**config.mk**
```make
export PLATFORM = sky130hd
export DESIGN_NAME = cell_plotter
export DESIGN_NICKNAME = d
export VERILOG_FILES = /design/src/rtl/cell_plotter_pkg.sv /design/src/rtl/cell_plotter_raster_counter.sv /design/src/rtl/cell_plotter.sv
export SDC_FILE = /design/constraint.sdc
export NUM_CORES = 1
export LEC_CHECK = 0
export CAP_MARGIN = 0
export CORE_MARGIN = 8
export CORE_UTILIZATION = 60
export DETAILED_ROUTE_END_ITERATION = 8
export DONT_BUFFER_PORTS = 1
export PLACE_DENSITY = 0.76
export REMOVE_ABC_BUFFERS = 1
export SYNTH_ARGS = -nofsm -noshare
export SYNTH_HDL_FRONTEND = slang
export SYNTH_SLANG_ARGS = --single-unit
```
**constraint.sdc**
```tcl
create_clock -name clock -period 5.3 [get_ports clock]
set_input_delay 0.53 -clock clock [delete_from_list [all_inputs] [get_ports clock]]
set_output_delay 0.53 -clock clock [all_outputs]
set_load 0.05 [all_outputs]
```
**src/rtl/cell_plotter_pkg.sv**
```systemverilog
// Purpose: shared FSM encoding, colour constants and cell geometry for the cursor-to-pixel path.
// Latency: n/a (types, constants and pure helper functions only).
// Backpressure: n/a.
package cell_plotter_pkg;

    // Plotter sequencing states.
    typedef enum logic [1:0] {
        ST_IDLE   = 2'd0,
        ST_DRAW   = 2'd1,
        ST_CLEAR  = 2'd2,
        ST_FINISH = 2'd3
    } state_t;

    // 3-bit RGB colours used by the translator and the plotter.
    localparam logic [2:0] COLOUR_RED   = 3'b100;
    localparam logic [2:0] COLOUR_WHITE = 3'b111;
    localparam logic [2:0] COLOUR_BLACK = 3'b000;

    // Cell grid geometry: the box drawn per cell sits inside one pitch step.
    localparam int CELL_PITCH_X  = 11;
    localparam int CELL_PITCH_Y  = 8;
    localparam int CELL_ORIGIN_X = 28;
    localparam int CELL_ORIGIN_Y = 30;

    // Pixel X of the top-left corner of grid column col.
    function automatic logic [7:0] cell_base_x(input logic [3:0] col);
        return 8'(CELL_ORIGIN_X + CELL_PITCH_X * int'(col));
    endfunction

    // Pixel Y of the top-left corner of grid row row.
    function automatic logic [7:0] cell_base_y(input logic [3:0] row);
        return 8'(CELL_ORIGIN_Y + CELL_PITCH_Y * int'(row));
    endfunction

    // Counter width able to hold 0..n-1 (at least one bit).
    function automatic int cnt_width(input int n);
        return (n > 1) ? $clog2(n) : 1;
    endfunction

endpackage

```
**src/rtl/cell_plotter_raster_counter.sv**
```systemverilog
// Purpose: 2-D nested counter sweeping (cx, cy) in row-major order, cx innermost.
// Latency: counts advance on the edge after en; last is combinational from the count.
// Backpressure: none; en stalls the sweep, clr returns it to the origin.
module raster_counter
    import cell_plotter_pkg::*;
#(
    parameter int W  = 8,
    parameter int H  = 6,
    parameter int XW = cnt_width(W),
    parameter int YW = cnt_width(H)
) (
    input  logic          clock,
    input  logic          reset,
    input  logic          clr,
    input  logic          en,
    output logic [XW-1:0] cx,
    output logic [YW-1:0] cy,
    output logic          last
);

    localparam logic [XW-1:0] X_LAST = XW'(W - 1);
    localparam logic [YW-1:0] Y_LAST = YW'(H - 1);

    logic x_end;
    logic y_end;

    assign x_end = (cx == X_LAST);
    assign y_end = (cy == Y_LAST);
    assign last  = x_end && y_end;

    // Step the inner coordinate, carry into the outer one, wrap to the origin after the last point.
    always_ff @(posedge clock or posedge reset) begin
        if (reset) begin
            cx <= '0;
            cy <= '0;
        end else if (clr) begin
            cx <= '0;
            cy <= '0;
        end else if (en) begin
            if (x_end) begin
                cx <= '0;
                cy <= y_end ? '0 : cy + 1'b1;
            end else begin
                cx <= cx + 1'b1;
            end
        end
    end

endmodule

```
**src/rtl/cell_plotter.sv**
```systemverilog
// Purpose: rasterise one cell request (filled or outline box) or a full-screen clear into VGA pixel writes.
// Latency: first plot one cycle after the accepting edge; a box takes BOX_W*BOX_H plots, then done, then busy drops.
// Backpressure: requests are only sampled while idle; anything presented while busy is dropped, never queued.
module cell_plotter
    import cell_plotter_pkg::*;
#(
    parameter int         BOX_W        = 8,
    parameter int         BOX_H        = 6,
    parameter int         SCREEN_W     = 160,
    parameter int         SCREEN_H     = 120,
    parameter logic [2:0] CLEAR_COLOUR = COLOUR_BLACK
) (
    input  logic       clock,
    input  logic       reset,
    input  logic       start,
    input  logic       clear_req,
    input  logic [7:0] x_in,
    input  logic [7:0] y_in,
    input  logic [2:0] colour_in,
    input  logic       draw_full,
    output logic [7:0] vga_x,
    output logic [6:0] vga_y,
    output logic [2:0] vga_colour,
    output logic       plot,
    output logic       busy,
    output logic       done
);

    localparam int DXW = cnt_width(BOX_W);
    localparam int DYW = cnt_width(BOX_H);
    localparam int SXW = cnt_width(SCREEN_W);
    localparam int SYW = cnt_width(SCREEN_H);

    localparam logic [DXW-1:0] DX_LAST = DXW'(BOX_W - 1);
    localparam logic [DYW-1:0] DY_LAST = DYW'(BOX_H - 1);

    state_t state;

    // Cell request captured on the accepting edge; the requester only holds it for that cycle.
    logic [7:0] base_x;
    logic [7:0] base_y;
    logic [2:0] cell_colour;
    logic       cell_full;

    logic [DXW-1:0] dx;
    logic [DYW-1:0] dy;
    logic           box_last;
    logic [SXW-1:0] sx;
    logic [SYW-1:0] sy;
    logic           screen_last;

    logic       box_clr;
    logic       box_en;
    logic       screen_en;
    logic [8:0] px;
    logic [8:0] py;
    logic       in_range;
    logic       border;
    logic [2:0] pixel_colour;

    // Both sweeps sit at their origin whenever the FSM is idle, so a new pass always starts at (0,0).
    assign box_clr   = (state == ST_IDLE);
    assign box_en    = (state == ST_DRAW);
    assign screen_en = (state == ST_CLEAR);

    raster_counter #(
        .W (BOX_W),
        .H (BOX_H),
        .XW(DXW),
        .YW(DYW)
    ) u_box_counter (
        .clock(clock),
        .reset(reset),
        .clr  (box_clr),
        .en   (box_en),
        .cx   (dx),
        .cy   (dy),
        .last (box_last)
    );

    raster_counter #(
        .W (SCREEN_W),
        .H (SCREEN_H),
        .XW(SXW),
        .YW(SYW)
    ) u_screen_counter (
        .clock(clock),
        .reset(reset),
        .clr  (box_clr),
        .en   (screen_en),
        .cx   (sx),
        .cy   (sy),
        .last (screen_last)
    );

    // Pixel address is formed one bit wider than the screen so boxes near the edge clip instead of wrapping.
    assign px       = {1'b0, base_x} + 9'(dx);
    assign py       = {1'b0, base_y} + 9'(dy);
    assign in_range = (px < 9'(SCREEN_W)) && (py < 9'(SCREEN_H));

    // Outline boxes paint their interior with the background so they fully replace an earlier filled box.
    assign border       = (dx == '0) || (dx == DX_LAST) || (dy == '0) || (dy == DY_LAST);
    assign pixel_colour = (cell_full || border) ? cell_colour : CLEAR_COLOUR;

    // Sequencer with registered pixel outputs; pixel address/colour hold whenever plot is low.
    always_ff @(posedge clock or posedge reset) begin
        if (reset) begin
            state       <= ST_IDLE;
            base_x      <= '0;
            base_y      <= '0;
            cell_colour <= '0;
            cell_full   <= 1'b0;
            vga_x       <= '0;
            vga_y       <= '0;
            vga_colour  <= '0;
            plot        <= 1'b0;
            busy        <= 1'b0;
            done        <= 1'b0;
        end else begin
            plot <= 1'b0;
            done <= 1'b0;
            case (state)
                ST_IDLE: begin
                    busy <= 1'b0;
                    if (clear_req) begin
                        state <= ST_CLEAR;
                        busy  <= 1'b1;
                    end else if (start) begin
                        base_x      <= x_in;
                        base_y      <= y_in;
                        cell_colour <= colour_in;
                        cell_full   <= draw_full;
                        state       <= ST_DRAW;
                        busy        <= 1'b1;
                    end
                end
                ST_DRAW: begin
                    // Off-screen pixels still consume their cycle so a draw has a fixed duration.
                    if (in_range) begin
                        plot       <= 1'b1;
                        vga_x      <= px[7:0];
                        vga_y      <= py[6:0];
                        vga_colour <= pixel_colour;
                    end
                    if (box_last) begin
                        state <= ST_FINISH;
                    end
                end
                ST_CLEAR: begin
                    plot       <= 1'b1;
                    vga_x      <= 8'(sx);
                    vga_y      <= 7'(sy);
                    vga_colour <= CLEAR_COLOUR;
                    if (screen_last) begin
                        state <= ST_FINISH;
                    end
                end
                ST_FINISH: begin
                    // busy stays high through the done cycle and drops on the next idle edge.
                    done  <= 1'b1;
                    state <= ST_IDLE;
                end
                default: begin
                    state <= ST_IDLE;
                end
            endcase
        end
    end

endmodule

```
==> flow_summary.toml <==
[run_status]
outcome = "completed"

[yosys]
syn-mean-instance-area_um2 = 10.7
syn_area_um2 = 3430
syn_inst = 321
seq_area_frac_synth_pct = 46.7
yosys_warnings = 0
synth-seq-cells = 64
yosysTopAreaCell = "dfrtp_1"
ys.flop_type = "dfrtp_1"
ys_types = 43
synth_area_leaders = "dfrtp_1 47%, mux2_2 9.2%, ha_1 5.5%, mux2i_1 4.4%, xor2_1 3.8%"
synthArstFlopShare_pct = 100
synth_most_common_cell = "dfrtp_1"
synth_edf_count = 0
ys_top_cells_by_count = "64 x dfrtp_1, 32 x nand2_1, 31 x nor2_1, 28 x mux2_2, 17 x o21ai_0"
yosysTopAreaCellShare_pct = 46.7

[placement]
numPortBuffers = 0
dp_hpwl_mm = 4.89
place_inst = 384
dpl-instance-area_um2 = 3490
gp_congestion = 0.847

[worst_setup_path]
required_ns = 5.53
cp_slowest_cell = "o41ai_4"
path_delay_family = "compound AO/OA/AOI/OAI gates"
reg2reg_slack_ns = 2.07
end_kind = "flop"
worstPathArrival_ns = 3.46
path_cells = "ha_1 > inv_1 > fa_1 > inv_1 > a21o_1 > o41ai_1 > o21ai_0 > o41ai_4 > mux2_2"
timing.rr.end = "vga_x[4]$_DFFE_PP0P_"
r2r_start = "u_box_counter.cy[0]$_DFFE_PP0P_"
reg2reg_depth = 9
startpoint_type = "flop"
crit_top_cell = "inv_1"
cp_slowest_stage_delay_ns = 0.90
crit_buf_inv = 2
path_max_fanout = 15
crit_type = "flop to flop"

[power_and_ir_drop]
pwr-share-seq_pct = 47.6
intPower_mw = 1.28
comb_power_share_pct = 34.7
p_sw_share_pct = 44.2
switching_power_mw = 1.01
vdd_drop_max_uv = 353
p_leak_nw = 1.64
pwr-share-clk_pct = 17.7
power.density_nw_per_um2 = 624

[floorplan]
start_util_pct = 62.3
fp.dieH_um = 91.6
core_um2 = 5510
io_pins = 45
die_area_um2 = 8390
num_rows = 27
die_w_um = 91.6

[cells_and_area]
fin_cells = 399
stdcell_area_um2 = 3680
utilization_pct = 66.8
antenna_cells = 0
areaGrowthSynthToFinish_pct = 7.22
drive_above_1_share_pct = 15.0
nNetsFinal = 364

[drt]
drtIter0Drc = 78
vias = 2295
routed_wl_mm = 6.86
drc = 0
via_per_inst = 5.75
drt_pass1_iterations = 5
drtAntennaViolNets = 0
wire_per_inst_um = 17.2

[clocking]
cts_made_buffers = 9
post_cts_buffers = 0
clk-insertion-delay-late_ns = 0.35
cts_tree = "done"
postCtsHoldBufs = 0
cts_root_buf = "clkbuf_8"
clk_transition_reported_paths_ns = 0.07
htreeDepth = 3
cts_sinks = 64
cts_resized = 0
cts_buffer_depth = 2

[sta]
worst_pin_slew_ns = 1.07
setup_violations = 0
slew_headroom_pct = 28.1
layout_min_cycle_time_ns = 3.23
max_freq_ghz = 0.310
setup_tns_ns = 0
rsz0062_at_grt = "false"
skew_ns = 0.00735
hold_slack_ns = 0.293
fin_crit_sh_pct = 60.9
slew_violations = 0
hold_viol = 0

[global_route]
grt.met2_usage_pct = 26.7
grt_pass1_wl_mm = 11.6
grt-ovfl-total = 0
met3_usage_pct = 6.85
use_met1_pct = 21.1
grt_antenna_before_repair = 0
grt_pass1_vias = 2407
grtUsageTotal_pct = 17.4
grt_max_degree = 65
grt-busiest-layer = "met2"

[job]
maxCapViolations = 0

[hold_path]
hold_path_class = "primary input to asynchronous set/reset pin"
-- per-layer routing --
layer	wire [um]	vias to the layer above
met5	0	-
met4	121	0
met3	563	12
met2	3240	56
met1	2930	1109
li1	-	1118
-- metrics by stage --
step | setup WS, ns | total power [mW]
floorplan | 2.46 | 1.69
global placement | 2.17 | 1.86
detailed placement | 2.10 | 1.90
CTS | 2.07 | 2.32
global route | 1.87 | 2.45
finish | 2.07 | 2.29
-- placed cells by master, fill, tap and decap left out, types with 3 or more instances in the layout --
cell and instances:
nand4_1 8, a21oi_1 11, nand2_1 32, nand3b_1 3, ha_1 15, xnor2_1 6
inv_1 13, a21o_1 3, buf_4 3, mux2i_1 15, mux2_1 8, nor2_1 31
nand2b_1 5, xor2_1 15, clkbuf_8 10, dfrtp_1 64, mux2_2 28, nand3_1 3
o21ai_0 17
-- logic make-up after synthesis --
family | synth area share, %
fa+ha+maj | 6.64
xor+xnor | 5.36
compound gates | 8.83
simple gates | 13.2
mux | 16.2
buf+inv | 3.06
flops | 46.7
-- worst max-delay path by stage --
| stage | startpoint | end | slack [ns] | depth (start not counted) |
|---|---|---|---|---|
| floorplan | u_box_counter.cy[0]$_DFFE_PP0P_ | vga_x[3]$_DFFE_PP0P_ | 2.46 | 9 |
| global placement | u_box_counter.cy[0]$_DFFE_PP0P_ | vga_x[4]$_DFFE_PP0P_ | 2.17 | 9 |
| detailed placement | u_box_counter.cy[0]$_DFFE_PP0P_ | vga_x[4]$_DFFE_PP0P_ | 2.10 | 9 |
| CTS | u_box_counter.cy[0]$_DFFE_PP0P_ | vga_x[4]$_DFFE_PP0P_ | 2.07 | 9 |
| global route | u_box_counter.cy[0]$_DFFE_PP0P_ | vga_y[6]$_DFFE_PP0P_ | 1.87 | 9 |
| finish | u_box_counter.cy[0]$_DFFE_PP0P_ | vga_x[4]$_DFFE_PP0P_ | 2.07 | 9 |
-- worst reg2reg max path, delay by kind of cell (launching register included) --
kind / cells / cell delay (ns)
AOI/OAI and AO/OA: 4 / 1.69
DFF: 1 / 0.45
muxes: 1 / 0.43
buffers and inverters: 2 / 0.12
adders and majority gates: 2 / 0.43
-- area by class of cell --
cell class / instances / area (um^2)
Inverter: 14 / 52.6
Timing Repair Buffer: 3 / 22.5
Clock inverter: 3 / 42.5
Multi-Input combinational cell: 231 / 1720
Clock buffer: 12 / 145
Tap cell: 72 / 90.1
Fill cell: 408 / 1830
Sequential cell: 64 / 1600
-- sequential cells by signal, indices dropped and copies added, names as in the netlist, 7 cells and up --
register,count
base_x,8
vga_x,8
u_screen_counter.cy,7
u_screen_counter.cx,8
base_y,8
vga_y,7
-- power by group through the flow --
| stage | registers, mW | clock network, mW | logic [mW] |
|---|---|---|---|
| global placement | 1.10 | 0 | 0.767 |
| global route | 1.12 | 0.440 | 0.889 |
| floorplan | 1.04 | 0 | 0.642 |
| detailed placement | 1.10 | 0 | 0.793 |
| finish | 1.09 | 0.407 | 0.796 |
| CTS | 1.09 | 0.417 | 0.805 |
Power figures use the tool's default switching activity.
